`src/rtl/dab_mod_sequencer.sv`:
```
// Purpose : sequences t1/t2/phi/fs/deadtime and the sync run enable for the DAB modulator,
//           with soft start/stop, per-period slew limiting, fault shutdown and a trigger watchdog.
// Latency : parameter steps land on the clk edge after the trigger-edge cycle; rej is a registered
//           one-cycle pulse following the offending cycle. Backpressure: none (strobe/level inputs).
// Ports   : clk/rst (sync, active-high); en run level; load strobe with *_tgt targets; trigger from
//           the modulator; fault level and clear strobe; applied t1_o/t2_o/phi_o/fs_o/dt_o; sync_o;
//           state_o (IDLE=0 ARM=1 RAMP=2 RUN=3 STOP=4 FAULT=5); ramping; rej; fault_o (0/1 ext/2 wd).
module dab_mod_sequencer #(
  parameter int STEP_T    = 4,
  parameter int STEP_PHI  = 2,
  parameter int FS_MIN    = 500,
  parameter int FS_MAX    = 250000,
  parameter int WD_CYCLES = 400000
) (
  input  logic               clk,
  input  logic               rst,
  input  logic               en,
  input  logic               load,
  input  logic signed [8:0]  t1_tgt,
  input  logic signed [8:0]  t2_tgt,
  input  logic signed [8:0]  phi_tgt,
  input  logic signed [18:0] fs_tgt,
  input  logic        [7:0]  dt_tgt,
  input  logic               trigger,
  input  logic               fault,
  input  logic               clear,
  output logic signed [8:0]  t1_o,
  output logic signed [8:0]  t2_o,
  output logic signed [8:0]  phi_o,
  output logic signed [18:0] fs_o,
  output logic        [7:0]  dt_o,
  output logic               sync_o,
  output logic        [2:0]  state_o,
  output logic               ramping,
  output logic               rej,
  output logic        [1:0]  fault_o
);

  localparam logic [2:0] S_IDLE  = 3'd0;
  localparam logic [2:0] S_ARM   = 3'd1;
  localparam logic [2:0] S_RAMP  = 3'd2;
  localparam logic [2:0] S_RUN   = 3'd3;
  localparam logic [2:0] S_STOP  = 3'd4;
  localparam logic [2:0] S_FAULT = 3'd5;

  localparam logic [1:0] F_NONE = 2'd0;
  localparam logic [1:0] F_EXT  = 2'd1;
  localparam logic [1:0] F_WD   = 2'd2;

  localparam logic signed [9:0]  STEP_T_V   = 10'(STEP_T);
  localparam logic signed [9:0]  STEP_PHI_V = 10'(STEP_PHI);
  localparam logic signed [18:0] FS_MIN_V   = 19'(FS_MIN);
  localparam logic signed [18:0] FS_MAX_V   = 19'(FS_MAX);
  localparam logic        [19:0] WD_LAST    = 20'(WD_CYCLES - 1);

  // Registered state
  logic [2:0]         state_q,   state_d;
  logic               trig_q,    trig_d;
  logic               en_rej_q,  en_rej_d;
  logic               rej_q,     rej_d;
  logic [1:0]         fault_q,   fault_d;
  logic [19:0]        wd_q,      wd_d;
  logic signed [8:0]  t1_q,      t1_d;
  logic signed [8:0]  t2_q,      t2_d;
  logic signed [8:0]  phi_q,     phi_d;
  logic signed [18:0] fs_q,      fs_d;
  logic [7:0]         dt_q,      dt_d;
  logic signed [8:0]  t1_goal_q, t1_goal_d;
  logic signed [8:0]  t2_goal_q, t2_goal_d;
  logic signed [8:0]  phi_goal_q, phi_goal_d;
  logic signed [18:0] fs_reg_q,  fs_reg_d;
  logic [7:0]         dt_reg_q,  dt_reg_d;

  // Decoded conditions
  logic               tick, active, wd_hit, halt, fs_ok, fs_bad;
  logic signed [8:0]  t1c, t2c, phi_hi, phi_c;
  logic signed [10:0] lim;
  logic [7:0]         dt_c;
  logic               load_idle, load_run, fd_diff, tp_diff;
  logic signed [8:0]  t1_aim, t2_aim, phi_aim;
  logic signed [8:0]  t1_st, t2_st, phi_st;
  logic               at_aim;

  // Move cur toward goal by at most stp.
  function automatic logic signed [8:0] step_to(
    input logic signed [8:0] cur,
    input logic signed [8:0] goal,
    input logic signed [9:0] stp
  );
    logic signed [9:0] d;
    logic signed [9:0] mag;
    d   = {goal[8], goal} - {cur[8], cur};
    mag = d[9] ? -d : d;
    if (mag <= stp)  step_to = goal;
    else if (d[9])   step_to = cur - stp[8:0];
    else             step_to = cur + stp[8:0];
  endfunction

  always_comb begin : cond_p
    tick   = trigger & ~trig_q;
    active = (state_q == S_ARM) || (state_q == S_RAMP) ||
             (state_q == S_RUN) || (state_q == S_STOP);
    wd_hit = active && !tick && (wd_q == WD_LAST);
    halt   = fault | wd_hit;
    fs_ok  = (fs_reg_q >= FS_MIN_V) && (fs_reg_q <= FS_MAX_V);
    fs_bad = (state_q == S_IDLE) && !halt && en && !fs_ok;

    // Target clamping: phi upper bound tracks the t1/t2 duty headroom.
    t1c    = t1_tgt[8] ? 9'sd0 : t1_tgt;
    t2c    = t2_tgt[8] ? 9'sd0 : t2_tgt;
    lim    = {2'b00, t2c} - {2'b00, t1c} + 11'd255;
    phi_hi = (lim > 11'sd255) ? 9'sd255 : lim[8:0];
    if (phi_tgt < -9'sd255)      phi_c = -9'sd255;
    else if (phi_tgt > phi_hi)   phi_c = phi_hi;
    else                         phi_c = phi_tgt;
    dt_c   = (dt_tgt == 8'd0) ? 8'd1 : dt_tgt;

    load_idle = load && (state_q == S_IDLE) && !halt;
    load_run  = load && ((state_q == S_RAMP) || (state_q == S_RUN)) && !halt;
    fd_diff   = (fs_tgt != fs_q) || (dt_c != dt_q);
    tp_diff   = (t1c != t1_q) || (t2c != t2_q) || (phi_c != phi_q);

    // STOP heads for zero, everything else heads for the stored targets.
    t1_aim  = (state_q == S_STOP) ? 9'sd0 : t1_goal_q;
    t2_aim  = (state_q == S_STOP) ? 9'sd0 : t2_goal_q;
    phi_aim = (state_q == S_STOP) ? 9'sd0 : phi_goal_q;
    t1_st   = tick ? step_to(t1_q,  t1_aim,  STEP_T_V)   : t1_q;
    t2_st   = tick ? step_to(t2_q,  t2_aim,  STEP_T_V)   : t2_q;
    phi_st  = tick ? step_to(phi_q, phi_aim, STEP_PHI_V) : phi_q;
    at_aim  = (t1_st == t1_aim) && (t2_st == t2_aim) && (phi_st == phi_aim);
  end

  always_ff @(posedge clk) begin : state_reg_p
    if (rst) begin
      state_q    <= S_IDLE;
      trig_q     <= 1'b0;
      en_rej_q   <= 1'b0;
      rej_q      <= 1'b0;
      fault_q    <= F_NONE;
      wd_q       <= '0;
      t1_q       <= '0;
      t2_q       <= '0;
      phi_q      <= '0;
      fs_q       <= FS_MIN_V;
      dt_q       <= 8'd1;
      t1_goal_q  <= '0;
      t2_goal_q  <= '0;
      phi_goal_q <= '0;
      fs_reg_q   <= '0;
      dt_reg_q   <= '0;
    end else begin
      state_q    <= state_d;
      trig_q     <= trig_d;
      en_rej_q   <= en_rej_d;
      rej_q      <= rej_d;
      fault_q    <= fault_d;
      wd_q       <= wd_d;
      t1_q       <= t1_d;
      t2_q       <= t2_d;
      phi_q      <= phi_d;
      fs_q       <= fs_d;
      dt_q       <= dt_d;
      t1_goal_q  <= t1_goal_d;
      t2_goal_q  <= t2_goal_d;
      phi_goal_q <= phi_goal_d;
      fs_reg_q   <= fs_reg_d;
      dt_reg_q   <= dt_reg_d;
    end
  end

  always_comb begin : next_state_p
    state_d = state_q;
    if (halt) begin
      state_d = S_FAULT;
    end else begin
      case (state_q)
        S_IDLE:  if (en && fs_ok) state_d = S_ARM;
        S_ARM:   if (!en) state_d = S_STOP;
                 else if (tick) state_d = S_RAMP;
        // A load in the arrival cycle may move the goals, so defer RUN by a cycle.
        S_RAMP:  if (!en) state_d = S_STOP;
                 else if (!load && at_aim) state_d = S_RUN;
        S_RUN:   if (!en) state_d = S_STOP;
                 else if (load && tp_diff) state_d = S_RAMP;
        S_STOP:  if (en) state_d = S_RAMP;
                 else if (at_aim) state_d = S_IDLE;
        S_FAULT: if (clear) state_d = S_IDLE;
        default: state_d = S_IDLE;
      endcase
    end
  end

  always_comb begin : datapath_p
    trig_d     = trigger;
    rej_d      = 1'b0;
    t1_d       = t1_q;
    t2_d       = t2_q;
    phi_d      = phi_q;
    fs_d       = fs_q;
    dt_d       = dt_q;
    t1_goal_d  = t1_goal_q;
    t2_goal_d  = t2_goal_q;
    phi_goal_d = phi_goal_q;
    fs_reg_d   = fs_reg_q;
    dt_reg_d   = dt_reg_q;

    // Applied modulation values: hard zero outside the sequenced states.
    if (state_d == S_FAULT || state_q == S_IDLE || state_q == S_FAULT) begin
      t1_d  = '0;
      t2_d  = '0;
      phi_d = '0;
    end else if (state_q == S_RAMP || state_q == S_STOP) begin
      t1_d  = t1_st;
      t2_d  = t2_st;
      phi_d = phi_st;
    end

    // Frequency and deadtime only change on the way out of IDLE.
    if (state_q == S_IDLE && state_d == S_ARM) begin
      fs_d = fs_reg_q;
      dt_d = dt_reg_q;
    end

    if (load_idle || load_run) begin
      t1_goal_d  = t1c;
      t2_goal_d  = t2c;
      phi_goal_d = phi_c;
    end
    if (load_idle) begin
      fs_reg_d = fs_tgt;
      dt_reg_d = dt_c;
    end
    if (load_run && fd_diff) rej_d = 1'b1;
    if (load && !load_idle && !load_run) rej_d = 1'b1;

    // One rejection per en assertion while the stored frequency is unusable.
    if (fs_bad && !en_rej_q) rej_d = 1'b1;
    en_rej_d = en ? (en_rej_q | fs_bad) : 1'b0;

    if (!active || tick || state_d == S_FAULT) wd_d = '0;
    else                                        wd_d = wd_q + 20'd1;

    fault_d = fault_q;
    if (fault)                            fault_d = F_EXT;
    else if (wd_hit)                      fault_d = F_WD;
    else if (state_q == S_FAULT && clear) fault_d = F_NONE;
  end

  always_comb begin : output_p
    sync_o  = (state_q == S_ARM) || (state_q == S_RAMP) ||
              (state_q == S_RUN) || (state_q == S_STOP);
    ramping = (state_q == S_RAMP) || (state_q == S_STOP);
    state_o = state_q;
    t1_o    = t1_q;
    t2_o    = t2_q;
    phi_o   = phi_q;
    fs_o    = fs_q;
    dt_o    = dt_q;
    rej     = rej_q;
    fault_o = fault_q;
  end

endmodule

```
`config.mk`:
```
export PLATFORM = sky130hd
export DESIGN_NAME = dab_mod_sequencer
export DESIGN_NICKNAME = d
export VERILOG_FILES = /design/src/rtl/dab_mod_sequencer.sv
export SDC_FILE = /design/constraint.sdc
export NUM_CORES = 1
export LEC_CHECK = 0
export ABC_AREA = 0
export BUFFER_PORTS_ARGS = -buffer_cell sky130_fd_sc_hd__clkbuf_2
export CORE_MARGIN = 10
export CORE_UTILIZATION = 50
export CTS_BUF_LIST = sky130_fd_sc_hd__clkbuf_16
export CTS_CLUSTER_SIZE = 12
export DETAILED_ROUTE_END_ITERATION = 10
export GPL_TIMING_DRIVEN = 0
export PLACE_DENSITY = 0.75
export SYNTH_ARGS = -nofsm -noshare
export SYNTH_HDL_FRONTEND = slang
export SYNTH_SLANG_ARGS = --single-unit
```
`constraint.sdc`:
```
create_clock -name clk -period 7.53 [get_ports clk]
set_clock_uncertainty 0.2 [all_clocks]
set_input_delay 1.506 -clock clk [delete_from_list [all_inputs] [get_ports clk]]
set_output_delay 1.506 -clock clk [all_outputs]
set_load 0.02 [all_outputs]
```
==> impl_metrics.tcl, run 1 <==
set metrics [dict create \
    insertion_delay_ns 0.43 \
    place_congestion 0.951 \
    status "completed" \
    synthesis.nets 1662 \
    max_slew_margin 0.0405 \
    fmax_mhz 135 \
    drt_iter0_drc 1230 \
    ys_warn_count 0 \
    crit_type "primary input to flop" \
    period_share 0.986 \
    vias_per_cell 6.11 \
    r2r_slack_ns 0.42 \
    final_cell_mix "232 x nand2_1, 171 x nor2_1, 134 x dfxtp_1" \
    dieArea_um2 29000 \
    start_util 0.513 \
    yosys.area_share.adder 0.0771 \
    grt_pass1_wl_um 57600 \
    utilization 0.598 \
    vias 12100 \
    worst_pin_slew_ns 1.43 \
    hp-start "dt_reg_q[4]" \
    synth.distinct_cells 91 \
    syn_to_final_growth_pct 16.6 \
    hold_slack_ns 0.250 \
    seq_area_um2 2680 \
    cp_max_fo 7 \
    multi_input_area_um2 8250 \
    hold_class "flop to flop" \
    hold_viol_final 0 \
    worst_slack_ns 0.104 \
    numCtsBuffers 17 \
    power_leakage_nw 5.12 \
    layout.nets 1810 \
    r2r_cells 25 \
    grt_max_degree 17 \
    cts_tree "yes" \
    synth_edf_count 0 \
    cp.arrival_ns 7.56 \
    synth_top_family_by_area "simple AND/OR/NAND/NOR gates" \
    total_power_mw 2.56 \
    root_buffer "clkbuf_16" \
    grtUsageTotal 0.241 \
    grt_antenna_before_repair 2 \
    cts-hold-fix-buffers 0 \
    port-buffer-count 117 \
    dr.pass1.iters 7 \
    synthCells 1535 \
    dpl.hpwl_um 28200 \
    remaining_drc_errors 0 \
    synthArstFlopShare 0 \
    coreArea_um2 22000 \
    pre_cts_ws_ns -0.994 \
    ys.flop_type "dfxtp_1" \
    die-width_um 170 \
    maxCapViolations 0 \
    grt.overflow.total 0 \
    fin_crit_ns 7.43 \
    syn_avg_cell_area_um2 7.36 \
    min_to "dt_o[4]" \
    cts_buffer_depth 2 \
    rows 54 \
    die_y_um 170 \
    synth.area.mux_share 0.0170 \
    drive_gt1_frac 0.137 \
    grt_pass1_vias 11300 \
    clk_pin_slew_ns 0.06 \
    ios 123 \
    drt_wl_total_um 36500 \
    yosys.area_share.simple 0.273 \
    fillers 2050 \
    synth-seq-cells 134 \
    critPathCaptureType "flop" \
    required_ns 7.66 \
    cp-start-kind "primary input" \
    setup_tns_ns 0 \
    pwr_density_cell_nw_per_um2 195 \
    synth-xor-area-share 0.114 \
    slew_violations 0 \
    cts.sinks 134 \
    synth-compound-area-share 0.231 \
    reg2reg_to "state_o[0]" \
    drtAntennaViolNets 0 \
    hold_depth 2 \
    vdd.ir_drop.worst_mv 0.145 \
    htree_levels 4 \
    final_common_cell "nand2_1" \
    syn_area_um2 11300 \
    setup_viol 0 \
    r2r-start "state_o[2]" \
    wl_per_cell_um 18.5 \
    synth_seq_area_share 0.237 \
]
sequential cells by signal, summed over array words and instances (netlist names), 2 cells and up:
name / count
wd_q: 20
state_o: 3
t1_o: 9
phi_goal_q: 9
dt_o: 8
fs_reg_q: 19
t2_goal_q: 8
t1_goal_q: 8
t2_o: 9
phi_o: 9
dt_reg_q: 8
fs_o: 19
fault_o: 2
layout make-up:
cell class	count	area share
diodes	3	0.000570
inverters	64	0.0186
well taps	280	0.0266
clock inverters	15	0.0135
plain buffers	79	0.0261
repair buffers	131	0.0524
multi-input cells	1256	0.626
clock buffers	17	0.0323
flip-flops and latches	134	0.204
critical path: stages:
cell and delay, ns:
buf_2 0.15, inv_4 0.08, nand2_2 0.08, ha_4 0.28, buf_6 0.11, inv_4 0.06, a221o_1 0.30, o211a_4 0.27
or3_1 0.41, o22a_4 0.25, nor4_4 0.17, buf_4 0.22, xor2_4 0.18, nand2_2 0.10, and2_4 0.18, ha_1 0.29
nand2b_1 0.08, a21oi_1 0.06, o41a_1 0.44, o21ba_4 0.27, a22oi_1 0.18, o2111ai_1 0.14, a211oi_1 0.23, o211a_1 0.18
o21ai_0 0.07, or4_1 0.46, or4_4 0.54, a311oi_2 0.27
metrics by stage:
stage | area (µm²) | instances
finish | 13200 | 1979
global route | 13200 | 1978
CTS | 12900 | 1967
detailed placement | 12200 | 1932
global placement | 12200 | 1932
floorplan | 11300 | 1535
logic make-up after synthesis:
logic type	Yosys count
AOI/OAI and AO/OA	389
xor gates and xnor gates	138
adders and majority gates	66
buffers and inverters	145
DFF	134
muxes	19
and+or+nand+nor	644
worst max path at each step:
stage,from,to,cells past startpoint
final,t1_tgt[8],state_o[0],28
after global routing,t1_tgt[4],state_o[0],28
after CTS,t2_tgt[8],state_o[0],28
after detailed placement,t2_tgt[8],state_o[0],24
after global placement,t2_tgt[8],state_o[0],25
after floorplan,t2_tgt[8],state_o[0],26
timing repair:
action,CTS,global route
pin swaps,3,12
setup buffers,4,10
endpoints found under the hold margin,0,0
gates resized for setup,17,38
setup endpoints to repair,1,1
per-layer routing:
metal / wire length [µm] / share of wire / global-route usage / vias up
li1: - / - / - / 5794
met1: 15500 / 0.42 / 0.308 / 5630
met3: 2670 / 0.073 / 0.0335 / 97
met4: 1160 / 0.032 / 0.0805 / 0
met5: 0 / 0 / 0 / -
met2: 17200 / 0.47 / 0.407 / 562
synth_stat cells (all sizes together), types with 6 or more instances:
master | n | share of area
a2111oi | 7 | 0.0077
a211oi | 32 | 0.021
a21o | 9 | 0.0060
a21oi | 129 | 0.057
a22oi | 7 | 0.0046
a311oi | 8 | 0.0062
a31oi | 25 | 0.014
and2 | 21 | 0.012
and3 | 8 | 0.0044
buf | 12 | 0.0064
clkbuf | 69 | 0.023
dfxtp | 134 | 0.24
fa | 6 | 0.011
ha | 60 | 0.066
inv | 63 | 0.021
mux2i | 17 | 0.015
nand2 | 234 | 0.078
nand2b | 13 | 0.0072
nand3 | 27 | 0.012
nand3b | 12 | 0.0080
nand4 | 26 | 0.014
nor2 | 171 | 0.057
nor2b | 25 | 0.014
nor3 | 30 | 0.013
nor3b | 6 | 0.0044
nor4 | 23 | 0.015
nor4b | 7 | 0.0054
o211ai | 11 | 0.0073
o21a | 14 | 0.0093
o21ai | 49 | 0.022
o21bai | 6 | 0.0040
o22ai | 7 | 0.0039
o31ai | 13 | 0.0086
o32ai | 12 | 0.0093
or2 | 9 | 0.0050
or3 | 6 | 0.0033
or4 | 7 | 0.0050
xnor2 | 85 | 0.066
xor2 | 49 | 0.040
power by group:
group	internal (mW)	switching, mW	total [mW]
sequential	0.730	0.0207	0.751
clock	0.522	0.347	0.869
combinational	0.371	0.572	0.944
No activity file was read; power rests on OpenSTA's default activity.
==> run 2: changes to the inputs <==
--- a/config.mk
+++ b/config.mk
@@ -7,7 +7,7 @@
 export LEC_CHECK = 0
 export ABC_AREA = 0
 export BUFFER_PORTS_ARGS = -buffer_cell sky130_fd_sc_hd__clkbuf_2
-export CORE_MARGIN = 10
+export CORE_MARGIN = 3
 export CORE_UTILIZATION = 50
 export CTS_BUF_LIST = sky130_fd_sc_hd__clkbuf_16
 export CTS_CLUSTER_SIZE = 12
==> run 2 against run 1 <==
  * Sequential share of layout area up 0.054 points
  * Clock power down 6.7%
  * Setup slack better by 0.059 ns
  * Fmax up 0.81%
  * Global-route usage up 3.6 points
  * Critical endpoint unchanged
  * Largest cell class unchanged
==> impl_metrics.tcl, run 2 (synthesis gave the netlist of run 1 again) <==
set metrics [dict create \
    post_layout_nonfiller_instances 1974 \
    seq_area_um2 2680 \
    slowest_delay_ns 0.57 \
    max_slew_margin 0.0447 \
    dpl.hpwl_um 27300 \
    fin_crit_ns 7.37 \
    maxCapViolations 0 \
    place_congestion 0.943 \
    port-buffer-count 117 \
    dp.cells 1932 \
    grtUsageTotal 0.277 \
    crit_type "primary input to flop" \
    drtAntennaViolNets 0 \
    dr.pass1.iters 6 \
    stdcell_area_um2 13100 \
    cts.sinks 134 \
    coreArea_um2 22000 \
    wl_per_cell_um 17.9 \
    final_cell_mix "231 x nand2_1, 170 x nor2_1, 134 x dfxtp_1" \
    hold_viol_final 0 \
    worst_slack_ns 0.164 \
    die_y_um 156 \
    start_util 0.513 \
    largest_reg_flops 20 \
    vias 12000 \
    critPathCaptureType "flop" \
    grt_pass1_vias 10900 \
    fillers 2063 \
    pwr_density_cell_nw_per_um2 191 \
    status "completed" \
    cp-start-kind "primary input" \
    slew_violations 0 \
    drt_iter0_drc 1067 \
    clk_pin_slew_ns 0.06 \
    rows 54 \
    drive_gt1_frac 0.139 \
    htree_levels 4 \
    cp.arrival_ns 7.52 \
    power_leakage_nw 5.10 \
    hold_class "flop to flop" \
    period_share 0.978 \
    multi_input_area_um2 8290 \
    total_power_mw 2.51 \
    cp_max_fo 8 \
    worst_pin_slew_ns 1.42 \
    regMostFlops "wd_q" \
    grt.overflow.total 0 \
    grt_antenna_before_repair 0 \
    cts_buffer_depth 2 \
    utilization 0.597 \
    place_area_um2 12200 \
    grt_max_degree 17 \
    layout.nets 1809 \
    numCtsBuffers 17 \
    insertion_delay_ns 0.44 \
    grt_pass1_wl_um 55100 \
    root_buffer "clkbuf_16" \
    required_ns 7.68 \
    dieArea_um2 24400 \
    final_common_cell "nand2_1" \
    pre_cts_ws_ns -1.03 \
    die-width_um 156 \
    cp.buffers_inverters 5 \
    remaining_drc_errors 0 \
    setup_viol 0 \
    ios 123 \
    syn_to_final_growth_pct 16.3 \
    fmax_mhz 136 \
    drt_wl_total_um 35400 \
    cp_slowest_cell "or4_4" \
    vias_per_cell 6.08 \
    antenna_cells 0 \
    cts_tree "yes" \
    vdd.ir_drop.worst_mv 0.169 \
    cpLargestDelayFamily "simple AND/OR/NAND/NOR gates" \
]
## run 2: cell types whose count changed in the layout (fill, tap and decap cells not counted), moves of 2 or more
| cell | previous run | this run |
|---|---|---|
| diode_2 | 3 | 0 |
| buf_4 | 15 | 13 |
| bufinv_16 | 3 | 1 |
| ha_4 | 1 | 3 |
| inv_6 | 3 | 5 |
| clkbuf_1 | 64 | 66 |
| ha_1 | 59 | 56 |
## run 2: final cells by class
type                            instances  area share
Buffer                                 80      0.0261
Clock buffer                           17      0.0324
Clock inverter                         14     0.00971
Inverter                               64      0.0187
Multi-Input combinational cell       1256       0.631
Sequential cell                       134       0.204
Tap cell                              280      0.0267
Timing Repair Buffer                  129      0.0514
## run 2: worst reg2reg max path, delay by kind of cell, from the launching register on
kind,cells,cell delay (ns)
simple gates,5,1.18
xor+xnor,1,0.18
fa+ha+maj,2,0.72
compound gates,12,2.72
flops,1,0.33
buf+inv,5,1.48
## run 2: stage by stage
| step | hold WS (ns) | TNS, ns |
|---|---|---|
| 5_1_grt | 0.268 | -0.00687 |
| 6_report | 0.256 | 0 |
| 4_1_cts | 0.256 | 0 |
| 3_5_place_dp | 0.248 | -1.03 |
| 2_1_floorplan | 0.230 | 0 |
| 3_3_place_gp | 0.241 | -0.837 |
## run 2: repair_timing
item	in CTS	in global routing
hold buffers	0	0
buffers inserted	3	9
pin swaps	4	12
endpoints found under the hold margin	0	0
resized for setup	12	46
setup endpoints to repair	1	1
## run 2: path summary, 6_finish.rpt
check                                  start           end  slack (ns)  cells after the start
worst max-delay path               t1_tgt[8]    state_o[0]        0.16                     28
worst min-delay path            t2_goal_q[4]  t2_goal_q[4]        0.26                      2
worst max register to register    state_o[2]    state_o[0]        0.65                     25
worst min register to register  t2_goal_q[4]  t2_goal_q[4]        0.26                      2
## run 2: power breakdown
part,switching (mW),total (mW),internal (mW)
Combinational,0.576,0.947,0.371
Sequential,0.0206,0.751,0.730
Clock,0.356,0.811,0.455
Total,0.952,2.51,1.56
## run 2: routing by layer
layer  vias up  wire, µm  global-route usage
met5         -         0                   0
met4         0      1260               0.104
met3        96      2290              0.0379
met2       478     16400               0.449
met1      5653     15400               0.376
li1       5780         -                   -
